## src/rtl/instruction_fetch_pkg.sv

```systemverilog
// Shared types and helpers for the instruction fetch unit.
package instruction_fetch_pkg;

  // Reset vector used when the top-level parameter is left at its default.
  localparam logic [31:0] RESET_PC_DEFAULT = 32'h0000_3000;

  // Fetch controller states.
  typedef enum logic [2:0] {
    ST_IDLE = 3'd0,
    ST_REQ  = 3'd1,
    ST_WAIT = 3'd2,
    ST_HOLD = 3'd3,
    ST_HALT = 3'd4
  } fetch_state_e;

  // Next-PC source select.
  typedef enum logic [1:0] {
    NPC_SEQ = 2'd0,
    NPC_BR  = 2'd1,
    NPC_J   = 2'd2,
    NPC_JR  = 2'd3
  } npc_sel_e;

  // An address is misaligned when either low bit is set.
  function automatic logic addr_misaligned(input logic [1:0] lsb);
    return (lsb != 2'b00);
  endfunction

  // Sign-extend a 16-bit word offset and turn it into a byte offset.
  function automatic logic [31:0] branch_offset(input logic [15:0] imm);
    return {{14{imm[15]}}, imm, 2'b00};
  endfunction

endpackage

```

## src/rtl/instruction_fetch_if.sv

```systemverilog
// Bundle of the instruction-memory bus, decode handshake and redirect inputs.
interface instruction_fetch_if;

  // Instruction memory bus
  logic        imem_req;
  logic [31:0] imem_addr;
  logic        imem_gnt;
  logic        imem_rvalid;
  logic [31:0] imem_rdata;

  // Decode handshake
  logic        inst_valid;
  logic        inst_ready;
  logic [31:0] instruction;
  logic [31:0] pc;

  // Redirect operands, sampled only when decode accepts an instruction
  logic        branch_taken;
  logic        jump;
  logic        jr;
  logic [15:0] imm16;
  logic [25:0] target;
  logic [31:0] jr_addr;

  // Out-of-flow redirect and status
  logic        flush;
  logic [31:0] flush_pc;
  logic        addr_err;

  // Fetch unit side
  modport master (
    output imem_req, imem_addr, inst_valid, instruction, pc, addr_err,
    input  imem_gnt, imem_rvalid, imem_rdata, inst_ready,
           branch_taken, jump, jr, imm16, target, jr_addr, flush, flush_pc
  );

  // Environment side (memory, decode, exception logic)
  modport slave (
    input  imem_req, imem_addr, inst_valid, instruction, pc, addr_err,
    output imem_gnt, imem_rvalid, imem_rdata, inst_ready,
           branch_taken, jump, jr, imm16, target, jr_addr, flush, flush_pc
  );

endinterface

```

## src/rtl/instruction_fetch_npc.sv

```systemverilog
// Combinational next-PC selector: jr > jump > branch > sequential.
module instruction_fetch_npc
  import instruction_fetch_pkg::*;
(
  input  logic [31:0] i_pc,
  input  logic        i_branch_taken,
  input  logic        i_jump,
  input  logic        i_jr,
  input  logic [15:0] i_imm16,
  input  logic [25:0] i_target,
  input  logic [31:0] i_jr_addr,
  output logic [31:0] o_next_pc
);

  logic [31:0] w_pc_plus4;
  npc_sel_e    w_sel;

  // Sequential address; wraps naturally at the top of the address space.
  assign w_pc_plus4 = i_pc + 32'd4;

  // Priority encode the redirect requests into a source select.
  always_comb begin
    w_sel = NPC_SEQ;
    if (i_jr) begin
      w_sel = NPC_JR;
    end else if (i_jump) begin
      w_sel = NPC_J;
    end else if (i_branch_taken) begin
      w_sel = NPC_BR;
    end else begin
      w_sel = NPC_SEQ;
    end
  end

  // Build the next PC for the selected source.
  always_comb begin
    o_next_pc = w_pc_plus4;
    case (w_sel)
      NPC_JR:  o_next_pc = i_jr_addr;
      NPC_J:   o_next_pc = {w_pc_plus4[31:28], i_target, 2'b00};
      NPC_BR:  o_next_pc = w_pc_plus4 + branch_offset(i_imm16);
      NPC_SEQ: o_next_pc = w_pc_plus4;
      default: o_next_pc = w_pc_plus4;
    endcase
  end

endmodule

```

## src/rtl/instruction_fetch.sv

```systemverilog
// Instruction fetch unit: one outstanding memory request, holds the fetched
// word for decode, redirects on handshake or flush, halts on a misaligned PC.
module instruction_fetch
  import instruction_fetch_pkg::*;
#(
  parameter logic [31:0] RESET_PC = RESET_PC_DEFAULT,
  parameter int          PC_WIDTH = 32
) (
  input  logic                 clk,
  input  logic                 rst,
  instruction_fetch_if.master  io_fetch
);

  fetch_state_e        r_state;
  fetch_state_e        w_state_nxt;
  logic [PC_WIDTH-1:0] r_pc;
  logic [PC_WIDTH-1:0] w_pc_nxt;
  logic [31:0]         w_npc;
  logic [31:0]         r_instr;
  logic [31:0]         w_instr_nxt;
  logic                r_imem_req;
  logic                w_imem_req_nxt;
  logic                r_inst_valid;
  logic                w_inst_valid_nxt;
  logic                r_addr_err;
  logic                w_addr_err_nxt;
  logic                r_drop;
  logic                w_drop_nxt;
  logic                w_handshake;
  logic                w_rsp;
  logic                w_outstanding;
  logic                w_flush_bad;
  logic                w_npc_bad;

  instruction_fetch_npc u_npc (
    .i_pc           (r_pc),
    .i_branch_taken (io_fetch.branch_taken),
    .i_jump         (io_fetch.jump),
    .i_jr           (io_fetch.jr),
    .i_imm16        (io_fetch.imm16),
    .i_target       (io_fetch.target),
    .i_jr_addr      (io_fetch.jr_addr),
    .o_next_pc      (w_npc)
  );

  // Decode accepts the held instruction this cycle.
  assign w_handshake   = (r_state == ST_HOLD) && io_fetch.inst_ready;
  // Memory response that belongs to us (responses outside WAIT are ignored).
  assign w_rsp         = (r_state == ST_WAIT) && io_fetch.imem_rvalid;
  // A response will still arrive after this cycle: waiting without data yet,
  // or a request being granted right now.
  assign w_outstanding = ((r_state == ST_WAIT) && !io_fetch.imem_rvalid) ||
                         ((r_state == ST_REQ) && io_fetch.imem_gnt);
  assign w_flush_bad   = addr_misaligned(io_fetch.flush_pc[1:0]);
  assign w_npc_bad     = addr_misaligned(w_npc[1:0]);

  // State register.
  always_ff @(posedge clk or posedge rst) begin
    if (rst) begin
      r_state <= ST_IDLE;
    end else begin
      r_state <= w_state_nxt;
    end
  end

  // Next-state logic; flush overrides everything including a handshake.
  always_comb begin
    w_state_nxt = r_state;
    if (io_fetch.flush) begin
      if (w_flush_bad) begin
        w_state_nxt = ST_HALT;
      end else if (w_outstanding) begin
        w_state_nxt = ST_WAIT;
      end else begin
        w_state_nxt = ST_REQ;
      end
    end else begin
      case (r_state)
        ST_IDLE: w_state_nxt = ST_REQ;
        ST_REQ:  w_state_nxt = io_fetch.imem_gnt ? ST_WAIT : ST_REQ;
        ST_WAIT: begin
          if (io_fetch.imem_rvalid) begin
            w_state_nxt = r_drop ? ST_REQ : ST_HOLD;
          end else begin
            w_state_nxt = ST_WAIT;
          end
        end
        ST_HOLD: begin
          if (w_handshake) begin
            w_state_nxt = w_npc_bad ? ST_HALT : ST_REQ;
          end else begin
            w_state_nxt = ST_HOLD;
          end
        end
        ST_HALT: w_state_nxt = ST_HALT;
        default: w_state_nxt = ST_IDLE;
      endcase
    end
  end

  // Output decode from the next state so the outputs can be registered.
  always_comb begin
    w_imem_req_nxt   = (w_state_nxt == ST_REQ);
    w_inst_valid_nxt = (w_state_nxt == ST_HOLD);
  end

  // Next values for PC, instruction, error flag and the drop-response flag.
  always_comb begin
    w_pc_nxt       = r_pc;
    w_instr_nxt    = r_instr;
    w_addr_err_nxt = r_addr_err;
    w_drop_nxt     = r_drop;
    if (io_fetch.flush) begin
      w_pc_nxt       = io_fetch.flush_pc;
      w_addr_err_nxt = w_flush_bad;
      w_drop_nxt     = !w_flush_bad && w_outstanding;
    end else if (w_handshake) begin
      w_pc_nxt       = w_npc;
      w_addr_err_nxt = r_addr_err || w_npc_bad;
    end else if (w_rsp) begin
      w_drop_nxt  = 1'b0;
      w_instr_nxt = r_drop ? r_instr : io_fetch.imem_rdata;
    end else begin
      w_pc_nxt = r_pc;
    end
  end

  // Datapath and registered outputs.
  always_ff @(posedge clk or posedge rst) begin
    if (rst) begin
      r_pc         <= RESET_PC;
      r_instr      <= 32'h0000_0000;
      r_addr_err   <= 1'b0;
      r_drop       <= 1'b0;
      r_imem_req   <= 1'b0;
      r_inst_valid <= 1'b0;
    end else begin
      r_pc         <= w_pc_nxt;
      r_instr      <= w_instr_nxt;
      r_addr_err   <= w_addr_err_nxt;
      r_drop       <= w_drop_nxt;
      r_imem_req   <= w_imem_req_nxt;
      r_inst_valid <= w_inst_valid_nxt;
    end
  end

  assign io_fetch.imem_req    = r_imem_req;
  assign io_fetch.imem_addr   = r_pc;
  assign io_fetch.inst_valid  = r_inst_valid;
  assign io_fetch.instruction = r_instr;
  assign io_fetch.pc          = r_pc;
  assign io_fetch.addr_err    = r_addr_err;

endmodule

```

## src/flat_wrapper.sv

```systemverilog
// flat-port wrapper written by rule: the top's interface ports become plain ports
module instruction_fetch_flat import instruction_fetch_pkg::*;
#(
  parameter logic [31:0] RESET_PC = RESET_PC_DEFAULT,
  parameter int          PC_WIDTH = 32
)
  (clk, rst, io_fetch_imem_req, io_fetch_imem_addr, io_fetch_inst_valid, io_fetch_instruction, io_fetch_pc, io_fetch_addr_err, io_fetch_imem_gnt, io_fetch_imem_rvalid, io_fetch_imem_rdata, io_fetch_inst_ready, io_fetch_branch_taken, io_fetch_jump, io_fetch_jr, io_fetch_imm16, io_fetch_target, io_fetch_jr_addr, io_fetch_flush, io_fetch_flush_pc);
  instruction_fetch_if io_fetch_i ();
  input  logic clk;
  input  logic rst;
  output wire logic [$bits(io_fetch_i.imem_req)-1:0] io_fetch_imem_req;
  output wire logic [$bits(io_fetch_i.imem_addr)-1:0] io_fetch_imem_addr;
  output wire logic [$bits(io_fetch_i.inst_valid)-1:0] io_fetch_inst_valid;
  output wire logic [$bits(io_fetch_i.instruction)-1:0] io_fetch_instruction;
  output wire logic [$bits(io_fetch_i.pc)-1:0] io_fetch_pc;
  output wire logic [$bits(io_fetch_i.addr_err)-1:0] io_fetch_addr_err;
  input wire logic [$bits(io_fetch_i.imem_gnt)-1:0] io_fetch_imem_gnt;
  input wire logic [$bits(io_fetch_i.imem_rvalid)-1:0] io_fetch_imem_rvalid;
  input wire logic [$bits(io_fetch_i.imem_rdata)-1:0] io_fetch_imem_rdata;
  input wire logic [$bits(io_fetch_i.inst_ready)-1:0] io_fetch_inst_ready;
  input wire logic [$bits(io_fetch_i.branch_taken)-1:0] io_fetch_branch_taken;
  input wire logic [$bits(io_fetch_i.jump)-1:0] io_fetch_jump;
  input wire logic [$bits(io_fetch_i.jr)-1:0] io_fetch_jr;
  input wire logic [$bits(io_fetch_i.imm16)-1:0] io_fetch_imm16;
  input wire logic [$bits(io_fetch_i.target)-1:0] io_fetch_target;
  input wire logic [$bits(io_fetch_i.jr_addr)-1:0] io_fetch_jr_addr;
  input wire logic [$bits(io_fetch_i.flush)-1:0] io_fetch_flush;
  input wire logic [$bits(io_fetch_i.flush_pc)-1:0] io_fetch_flush_pc;
  assign io_fetch_imem_req = io_fetch_i.imem_req;
  assign io_fetch_imem_addr = io_fetch_i.imem_addr;
  assign io_fetch_inst_valid = io_fetch_i.inst_valid;
  assign io_fetch_instruction = io_fetch_i.instruction;
  assign io_fetch_pc = io_fetch_i.pc;
  assign io_fetch_addr_err = io_fetch_i.addr_err;
  assign io_fetch_i.imem_gnt = io_fetch_imem_gnt;
  assign io_fetch_i.imem_rvalid = io_fetch_imem_rvalid;
  assign io_fetch_i.imem_rdata = io_fetch_imem_rdata;
  assign io_fetch_i.inst_ready = io_fetch_inst_ready;
  assign io_fetch_i.branch_taken = io_fetch_branch_taken;
  assign io_fetch_i.jump = io_fetch_jump;
  assign io_fetch_i.jr = io_fetch_jr;
  assign io_fetch_i.imm16 = io_fetch_imm16;
  assign io_fetch_i.target = io_fetch_target;
  assign io_fetch_i.jr_addr = io_fetch_jr_addr;
  assign io_fetch_i.flush = io_fetch_flush;
  assign io_fetch_i.flush_pc = io_fetch_flush_pc;
  instruction_fetch #(.RESET_PC(RESET_PC), .PC_WIDTH(PC_WIDTH)) u_core (.clk(clk), .rst(rst), .io_fetch(io_fetch_i));
endmodule
```

## config.mk

```make
export PLATFORM = sky130hd
export DESIGN_NAME = instruction_fetch_flat
export DESIGN_NICKNAME = d
export VERILOG_FILES = /design/src/rtl/instruction_fetch_pkg.sv /design/src/rtl/instruction_fetch_if.sv /design/src/rtl/instruction_fetch_npc.sv /design/src/rtl/instruction_fetch.sv /design/src/flat_wrapper.sv
export SDC_FILE = /design/constraint.sdc
export NUM_CORES = 1
export LEC_CHECK = 0
export BUFFER_PORTS_ARGS = -buffer_cell sky130_fd_sc_hd__buf_2
export CORE_UTILIZATION = 35
export CTS_BUF_LIST = sky130_fd_sc_hd__clkbuf_4 sky130_fd_sc_hd__clkbuf_8 sky130_fd_sc_hd__clkbuf_16
export DETAILED_ROUTE_END_ITERATION = 16
export PLACE_DENSITY = 0.64
export SLEW_MARGIN = 40
export SYNTH_ARGS = -nofsm -noshare
export SYNTH_HDL_FRONTEND = slang
export SYNTH_SLANG_ARGS = --single-unit
```

## constraint.sdc

```tcl
create_clock -name clk -period 3.8 [get_ports clk]
set_clock_uncertainty 0.1 [all_clocks]
set_input_delay 0.57 -clock clk [delete_from_list [all_inputs] [get_ports clk]]
set_output_delay 0.57 -clock clk [all_outputs]
set_load 0.01 [all_outputs]
```

==> reports/qor.log, run 1 <==
INFO  run_status     outcome=complete, no violations
INFO  synth          synthAdderAreaFrac=7.18%
INFO  pwr            ir_drop=0.259mV
INFO  synth          synth.top_cells.by_area=sky130_fd_sc_hd__dfrtp_1 27%, sky130_fd_sc_hd__ha_1 6.9%, sky130_fd_sc_hd__a21oi_1 5.9%
INFO  layout         finish.net_count=1184
INFO  sta            worstMarginPinSlew=660ps
INFO  global_routing grt_antenna_before_repair=0
INFO  synth          synthXorXnorAreaFrac=6.18%
INFO  drt            drtAntennaViolNets=0
INFO  die            initial_core_util=36.4%
INFO  die            die_w=137um
INFO  pwr            pwr-share-seq=31.7%
INFO  die            die_area=0.0188mm2
INFO  clock_tree     htree_levels=3
INFO  pwr            totalPowerFinal=2.92mW
INFO  die            core_area=0.0175mm2
INFO  pwr            power.combinational.fraction=36.1%
INFO  synth          postSynth.topFlopCell=sky130_fd_sc_hd__dfrtp_1
INFO  clock_tree     clk_pin_slew=60ps
INFO  drt            routed_via_density=5.69
INFO  die            num_rows=48
INFO  clock_tree     tritoncts_num_sinks=71
INFO  synth          post_synth_and_or_nand_nor_area_fraction=19.6%
INFO  synth          synth_sequential_area_ratio=27.9%
INFO  place          io_buffer_count=245
INFO  synth          synthesized_area_fraction_occupied_by_ao_oa_aoi_and_oai_cells=24.8%
INFO  clock_tree     clk_latency_worst_skew_pair=340ps
INFO  pwr            switching_share=35.9%
INFO  setup_path     crit_path_max_fanout=6
INFO  setup_path     setup.worst_path.start=u_core.io_fetch.imem_addr[2]$_DFFE_PP0P_
INFO  clock_tree     numCtsBuffers=9
INFO  clock_tree     cts_max_path_buffers=2
INFO  synth          synth_largest_type_area_fraction=27.1%
INFO  sta            setup_violations=0
INFO  pwr            pwr-share-clk=32.1%
INFO  sta            headroom_to_the_max_slew_limit=55.9%
INFO  global_routing maximum_number_of_pins_on_one_net_before_global_route_repair=45
INFO  place          place_congestion=0.954
INFO  place          detailed_place_hpwl=19.2mm
INFO  die            fp.dieH=137um
INFO  global_routing grt_util_all_layers=26.2%
INFO  pwr            power.density=360mW/mm2
INFO  drt            drt_iter0_drc=618
INFO  synth          main_combinational_cell_family_by_area_after_synthesis=compound AO/OA/AOI/OAI gates
INFO  setup_path     timing_worst_setup_path_type=reg -> reg
INFO  synth          post_synth_instance_area=0.00638mm2
INFO  worst_hold_path worstHoldPathType=in -> async
INFO  synth          synth_cell_type_count=73
INFO  layout         multiInputGateArea=0.00417mm2
INFO  setup_path     critical_path_endpoint_category=flop
INFO  place          placed_instance_count=1212
INFO  global_routing grt-ovfl-total=0
INFO  synth          synth-async-reset-ratio=100%
INFO  layout         seq_area=0.00178mm2
INFO  setup_path     worstSetupStartpointType=flop
INFO  sta            clock.fmax=0.273GHz
INFO  sta            final_hold_violation_count=0
INFO  setup_path     worstPathArrival=3800ps
INFO  setup_path     worst_reg_to_reg_path_cell_count=12
INFO  pwr            p_switching=1.05mW
INFO  drt            wire_per_inst=20.2um
INFO  sta            post-route-period-util=96.5%
INFO  layout         syn_to_final_growth=27.3%
INFO  synth          synth_largest_area_cell=sky130_fd_sc_hd__dfrtp_1
INFO  place          detailedPlace.worstSlack=147ps
INFO  pwr            p_int=1.87mW
INFO  synth          yosys_warnings=0
INFO  setup_path     regToRegStartpoint=u_core.io_fetch.imem_addr[2]$_DFFE_PP0P_
INFO  clock_tree     tritoncts_clock_tree=yes
INFO  layout         final-instance-count-excl-fill=1232
INFO  sta            final_critical_path_setup_slack=134ps
INFO  sta            final_worst_path_period_need=3670ps
INFO  pwr            static-leakage-power=4.03nW
INFO  synth          synth.mux.area_fraction=6.63%
INFO  synth          synth-edff-count=0
INFO  global_routing grt_pass1_wl=36.8mm
INFO  clock_tree     clockRootBuffer=sky130_fd_sc_hd__clkbuf_16
INFO  layout         layout-drive-gt1-share=35.8%
INFO  sta            worst_hold_slack=171ps
INFO  synth          synth-seq-cells=71
INFO  synth          syn_nets=964
INFO  job            drv.max_cap_violation_count=0
INFO  global_routing first_global_vias=6460
INFO  sta            timing_max_transition_violations_final=0
INFO  drt            overall_via_count_from_detail_route=7006
INFO  layout         num-fill-cells=1738
INFO  drt            post_route_wl=24.9mm
INFO  setup_path     crit_required=3930ps
INFO  die            boundaryPins=246
INFO  drt            post_route_drc=0
INFO  synth          synthesis.area_per_instance=8.17um2
INFO  synth          syn-instance-count=781
INFO  drt            detail_route.first_pass.iterations=7
-- layout by cell type (no fill, tap or decap), types with 11 or more instances in the layout --
master	count
sky130_fd_sc_hd__mux2_2	32
sky130_fd_sc_hd__ha_1	33
sky130_fd_sc_hd__buf_2	245
sky130_fd_sc_hd__xor2_1	20
sky130_fd_sc_hd__a21oi_1	74
sky130_fd_sc_hd__nand2_1	92
sky130_fd_sc_hd__nor2_1	57
sky130_fd_sc_hd__a211oi_1	12
sky130_fd_sc_hd__nand3_1	25
sky130_fd_sc_hd__a221o_1	11
sky130_fd_sc_hd__a21o_1	12
sky130_fd_sc_hd__xnor2_1	25
sky130_fd_sc_hd__inv_1	18
sky130_fd_sc_hd__buf_4	34
sky130_fd_sc_hd__dfrtp_1	65
sky130_fd_sc_hd__o21ai_0	57
sky130_fd_sc_hd__nor3_1	17
-- repair_timing --
action | CTS | global route
hold endpoints to repair | 0 | 0
setup buffers | 0 | 3
hold buffers | 0 | 0
setup endpoints to repair | 0 | 9
resized for setup | 0 | 16
-- Yosys cell counts (10+ instances only) --
cell / count
sky130_fd_sc_hd__o21ai_0: 58
sky130_fd_sc_hd__dfrtp_1: 69
sky130_fd_sc_hd__nand3_1: 25
sky130_fd_sc_hd__mux2_2: 32
sky130_fd_sc_hd__a221o_1: 11
sky130_fd_sc_hd__xnor2_1: 25
sky130_fd_sc_hd__xor2_1: 20
sky130_fd_sc_hd__a21oi_1: 75
sky130_fd_sc_hd__nor2_1: 58
sky130_fd_sc_hd__a211oi_1: 12
sky130_fd_sc_hd__nand2_1: 93
sky130_fd_sc_hd__and3_1: 10
sky130_fd_sc_hd__nor3_1: 17
sky130_fd_sc_hd__nand4_1: 10
sky130_fd_sc_hd__ha_1: 35
sky130_fd_sc_hd__buf_4: 34
sky130_fd_sc_hd__a31oi_1: 12
sky130_fd_sc_hd__inv_1: 19
sky130_fd_sc_hd__clkbuf_1: 26
sky130_fd_sc_hd__a21o_1: 12
-- critical path, stage by stage, from the launching register on --
cell and delay, ps:
sky130_fd_sc_hd__dfrtp_1 420, sky130_fd_sc_hd__ha_1 210, sky130_fd_sc_hd__inv_1 90, sky130_fd_sc_hd__or4_2 740
sky130_fd_sc_hd__xnor2_1 190, sky130_fd_sc_hd__ha_1 370, sky130_fd_sc_hd__and4_4 250, sky130_fd_sc_hd__and2_1 150
sky130_fd_sc_hd__nand3_1 150, sky130_fd_sc_hd__a21o_1 260, sky130_fd_sc_hd__a21oi_1 200, sky130_fd_sc_hd__xor2_1 100
sky130_fd_sc_hd__a221o_1 320
-- registers in the layout, summed over array words and instances, names as in the netlist --
register,flops
u_core.io_fetch.imem_addr,32
u_core.io_fetch.instruction,32
u_core.r_state,3
u_core.io_fetch.addr_err,1
u_core.io_fetch.imem_req,1
u_core.io_fetch.inst_valid,1
u_core.r_drop,1
-- cell families after synthesis --
family | after synthesis
fa+ha+maj | 36
buf+inv | 90
compound gates | 247
flops | 71
xor+xnor | 45
mux | 38
simple gates | 254
-- power groups by stage --
stage | clock (mW) | sequential [mW] | combinational, mW
after global placement | 0 | 0.933 | 1.03
after detailed placement | 0 | 0.938 | 1.02
after global routing | 0.977 | 0.941 | 1.16
after floorplan | 0 | 0.966 | 0.626
final | 0.939 | 0.928 | 1.06
after CTS | 0.949 | 0.925 | 1.03
-- layout make-up --
cell class / count / area share, %
Antenna cell: 1 / 0.0308
Clock buffer: 9 / 2.77
Clock inverter: 7 / 1.19
Inverter: 20 / 0.956
Multi-Input combinational cell: 620 / 51.3
Sequential cell: 71 / 22.0
Tap cell: 225 / 3.47
Timing Repair Buffer: 279 / 18.3
-- worst paths after layout --
kind	slack, ps	endpoint
setup / recovery	130	u_core.io_fetch.imem_addr[27]$_DFFE_PP0P_
hold / removal	170	u_core.io_fetch.instruction[3]$_DFFE_PP0P_
setup reg to reg	130	u_core.io_fetch.imem_addr[27]$_DFFE_PP0P_
hold reg to reg	390	u_core.io_fetch.instruction[4]$_DFFE_PP0P_
max in group asynchronous	2750	u_core.io_fetch.imem_addr[21]$_DFFE_PP0P_
min in group clk	330	u_core.io_fetch.imem_addr[4]$_DFFE_PP0P_
-- metrics by stage --
step | TNS, ps | instance area (um2) | utilization [%]
global placement | 0 | 7700 | 43.9
floorplan | 0 | 6380 | -
detailed placement | 0 | 7710 | 43.9
finish | 0 | 8120 | 46.3
global route | -8.24 | 8110 | 46.3
CTS | 0 | 8030 | 45.8
-- routing by layer --
metal | GRT usage (%) | up-vias | routed length [um] | part of all wire (%)
met1 | 35.5 | 3342 | 11100 | 45
met2 | 42.5 | 339 | 11400 | 46
met4 | 8.79 | 0 | 534 | 2.1
li1 | - | 3292 | - | -
met5 | 0 | - | 0 | 0
met3 | 3.78 | 33 | 1880 | 7.6
Note: power is estimated with default switching activity, not from simulation.
==> run 2, diff against run 1 <==
CORE_ASPECT_RATIO = 0.6   (was not set)
==> reports/qor.log, run 2 (same netlist as run 1, synthesis figures left out) <==
INFO  drt            routed_via_density=5.71 [was 5.69]
INFO  clock_tree     tritoncts_clock_tree=yes [unchanged]
INFO  setup_path     setup.worst_path.start=u_core.io_fetch.imem_addr[13]$_DFFE_PP1P_ [was u_core.io_fetch.imem_addr[2]$_DFFE_PP0P_]
INFO  drt            post_route_wl=26.3mm [was 24.9 mm]
INFO  sta            rsz0062_at_grt=false
INFO  sta            worst_hold_slack=305ps [was 171 ps]
INFO  sta            worstMarginPinSlew=878ps [was 660 ps]
INFO  clock_tree     clk_pin_slew=70ps [was 60 ps]
INFO  sta            timing_max_transition_violations_final=0 [unchanged]
INFO  layout         mostFrequentLayoutCells=245 x sky130_fd_sc_hd__buf_2, 92 x sky130_fd_sc_hd__nand2_1, 71 x sky130_fd_sc_hd__a21oi_1 [was 245 x sky130_fd_sc_hd__buf_2, 92 x sky130_fd_sc_hd__nand2_1, 74 x sky130_fd_sc_hd__a21oi_1]
INFO  layout         num-fill-cells=1749 [was 1738]
INFO  layout         syn_to_final_growth=28.5% [was 27.3%]
INFO  drt            post_route_drc=0 [unchanged]
INFO  die            initial_core_util=36.4% [about the same]
INFO  setup_path     timing_worst_setup_path_type=reg -> reg [unchanged]
INFO  place          placed_instance_count=1234 [was 1212]
INFO  die            die_area=0.0188mm2 [about the same]
INFO  setup_path     timing.critical_path.slowest_stage_cell=sky130_fd_sc_hd__dfstp_2 [was sky130_fd_sc_hd__or4_2]
INFO  global_routing grt-ovfl-total=0 [unchanged]
INFO  setup_path     rr_endpoint=u_core.io_fetch.imem_addr[27]$_DFFE_PP0P_ [unchanged]
INFO  sta            final_hold_violation_count=0 [unchanged]
INFO  drt            wire_per_inst=21.0um [was 20.2 um]
INFO  setup_path     crit_end=u_core.io_fetch.imem_addr[27]$_DFFE_PP0P_ [unchanged]
INFO  sta            headroom_to_the_max_slew_limit=41.4% [was 55.9%]
INFO  sta            clock.fmax=0.274GHz [was 0.273 GHz]
INFO  setup_path     r2r_slack=150ps [was 130 ps]
INFO  clock_tree     clockRootBuffer=sky130_fd_sc_hd__clkbuf_16 [unchanged]
INFO  sta            post-route-period-util=96.2% [was 96.5%]
INFO  layout         final-instance-count-excl-fill=1251 [was 1232]
INFO  layout         layout.cells.most_common=sky130_fd_sc_hd__buf_2 [unchanged]
INFO  die            core_area=0.0175mm2 [about the same]
INFO  setup_path     critical_path.top_delay_family=compound AO/OA/AOI/OAI gates [was simple AND/OR/NAND/NOR gates]
INFO  die            fp.dieH=107um [was 137 um]
INFO  drt            drt_iter0_drc=870 [was 618]
INFO  sta            final_worst_path_period_need=3650ps [was 3670 ps]
INFO  drt            drtAntennaViolNets=0 [unchanged]
INFO  sta            final.setup.tns=0ps [unchanged]
INFO  setup_path     critical_path_endpoint_category=flop [unchanged]
INFO  place          detailed_place_hpwl=20.3mm [was 19.2 mm]
INFO  die            boundaryPins=246 [unchanged]
INFO  die            die_w=176um [was 137 um]
INFO  setup_path     critPathMostFrequentCell=sky130_fd_sc_hd__xor2_1 [was sky130_fd_sc_hd__ha_1]
INFO  setup_path     regToRegStartpoint=u_core.io_fetch.imem_addr[13]$_DFFE_PP1P_ [was u_core.io_fetch.imem_addr[2]$_DFFE_PP0P_]
INFO  layout         finish.net_count=1194 [was 1184]
INFO  clock_tree     tritoncts_num_sinks=71 [unchanged]
INFO  setup_path     crit_path_max_fanout=8 [was 6]
INFO  clock_tree     cts_max_path_buffers=2 [unchanged]
INFO  pwr            ir_drop=0.205mV [was 0.259 mV]
INFO  drt            detail_route.first_pass.iterations=5 [was 7]
INFO  worst_hold_path worstHoldPathType=in -> async [unchanged]
INFO  setup_path     cpPeakStageDelay=590ps [was 740 ps]
INFO  global_routing grt_antenna_before_repair=0 [unchanged]
INFO  pwr            power.density=354mW/mm2 [was 360 mW/mm2]
INFO  layout         layout-drive-gt1-share=36.4% [was 35.8%]
INFO  place          io_buffer_count=245 [unchanged]
INFO  sta            setup_violations=0 [unchanged]
INFO  setup_path     worstSetupPathDepth=12 [unchanged]
INFO  global_routing maximum_number_of_pins_on_one_net_before_global_route_repair=72 [was 45]
INFO  setup_path     critPathBufInv=0 [was 1]
INFO  drt            overall_via_count_from_detail_route=7140 [was 7006]
INFO  setup_path     worstSetupStartpointType=flop [unchanged]
INFO  global_routing grt_pass1_wl=39.2mm [was 36.8 mm]
INFO  setup_path     worst_reg_to_reg_path_cell_count=12 [unchanged]
INFO  setup_path     crit_required=3930ps [about the same]
INFO  job            drv.max_cap_violation_count=0 [unchanged]
INFO  setup_path     worstPathArrival=3780ps [was 3800 ps]
INFO  clock_tree     numCtsBuffers=9 [unchanged]
INFO  pwr            static-leakage-power=4.09nW [was 4.03 nW]
INFO  global_routing grt_util_all_layers=27.7% [was 26.2%]
INFO  die            num_rows=37 [was 48]
INFO  clock_tree     clk_latency_worst_skew_pair=350ps [was 340 ps]
INFO  global_routing first_global_vias=6536 [was 6460]
INFO  place          place_congestion=0.996 [was 0.954]
INFO  run_status     outcome=complete, no violations [unchanged]
INFO  setup_path     sequence_of_cells_on_the_critical_path=nand2_2, or4_4, nor2_1, xor2_1, ha_2, a21o_1, a21oi_2, o211ai_1, a211oi_1, a21oi_1, xor2_1, a221o_1 [was ha_1, inv_1, or4_2, xnor2_1, ha_1, and4_4, and2_1, nand3_1, a21o_1, a21oi_1, xor2_1, a221o_1]
INFO  clock_tree     cts_setup_buffers=0 [unchanged]
INFO  clock_tree     htree_levels=3 [unchanged]
## run 2: final cells by class
class | instances | area, um2 | area share (%)
antenna | 1 | 2.50 | 0.0305
clock buffer | 9 | 225 | 2.75
clock inverter | 7 | 63.8 | 0.779
inverter | 20 | 75.1 | 0.916
multi-input combinational | 620 | 4200 | 51.2
sequential | 71 | 1780 | 21.7
tap | 234 | 293 | 3.57
timing repair buffer | 289 | 1560 | 19.0
## run 2: worst min-delay path by stage
stage	end	slack, ps	cells after the start
after global routing	u_core.io_fetch.instruction[27]$_DFFE_PP0P_	350	2
after detailed placement	u_core.io_fetch.instruction[4]$_DFFE_PP0P_	380	1
after global placement	u_core.io_fetch.instruction[4]$_DFFE_PP0P_	370	1
final	u_core.io_fetch.instruction[27]$_DFFE_PP0P_	300	3
after floorplan	u_core.r_drop$_DFFE_PP0P_	400	2
after CTS	u_core.io_fetch.imem_addr[28]$_DFFE_PP0P_	330	3
## run 2: per-stage QoR
step / instance area (um2) / setup WS, ps / utilization [%] / power (mW)
floorplan: 6380 / 281 / - / 1.59
global placement: 7810 / 60.7 / 44.6 / 2.01
detailed placement: 7820 / 3.20 / 44.7 / 2.00
CTS: 8110 / 44.1 / 46.4 / 2.87
global route: 8190 / 11.1 / 46.8 / 3.05
finish: 8200 / 146 / 46.8 / 2.90
## run 2: power by group
group	total [mW]	switching, mW	internal [mW]	leakage (nW)
combinational	1.12	0.651	0.469	3.04
sequential	0.920	0.0786	0.842	0.911
clock	0.861	0.403	0.458	0.136
## run 2: worst register-to-register path: stages, from the launching register on
cell	delay [ps]
sky130_fd_sc_hd__dfstp_2	590
sky130_fd_sc_hd__nand2_2	120
sky130_fd_sc_hd__or4_4	540
sky130_fd_sc_hd__nor2_1	140
sky130_fd_sc_hd__xor2_1	270
sky130_fd_sc_hd__ha_2	390
sky130_fd_sc_hd__a21o_1	220
sky130_fd_sc_hd__a21oi_2	180
sky130_fd_sc_hd__o211ai_1	150
sky130_fd_sc_hd__a211oi_1	250
sky130_fd_sc_hd__a21oi_1	120
sky130_fd_sc_hd__xor2_1	150
sky130_fd_sc_hd__a221o_1	320
## run 2: what timing repair did
| action | 4_1_cts | 5_1_grt |
|---|---|---|
| gates resized for setup | 1 | 17 |
| hold buffers | 0 | 0 |
| cloned | 0 | 0 |
| endpoints found under the setup margin | 1 | 8 |
| pin swaps | 0 | 3 |
## run 2: per-layer routing
layer	vias to the layer above	global-route usage [%]	routed length, um
met5	-	2.22	0
met4	0	5.47	295
met3	34	6.80	2870
met2	422	37.2	10400
met1	3383	43.1	12800
li1	3301	-	-
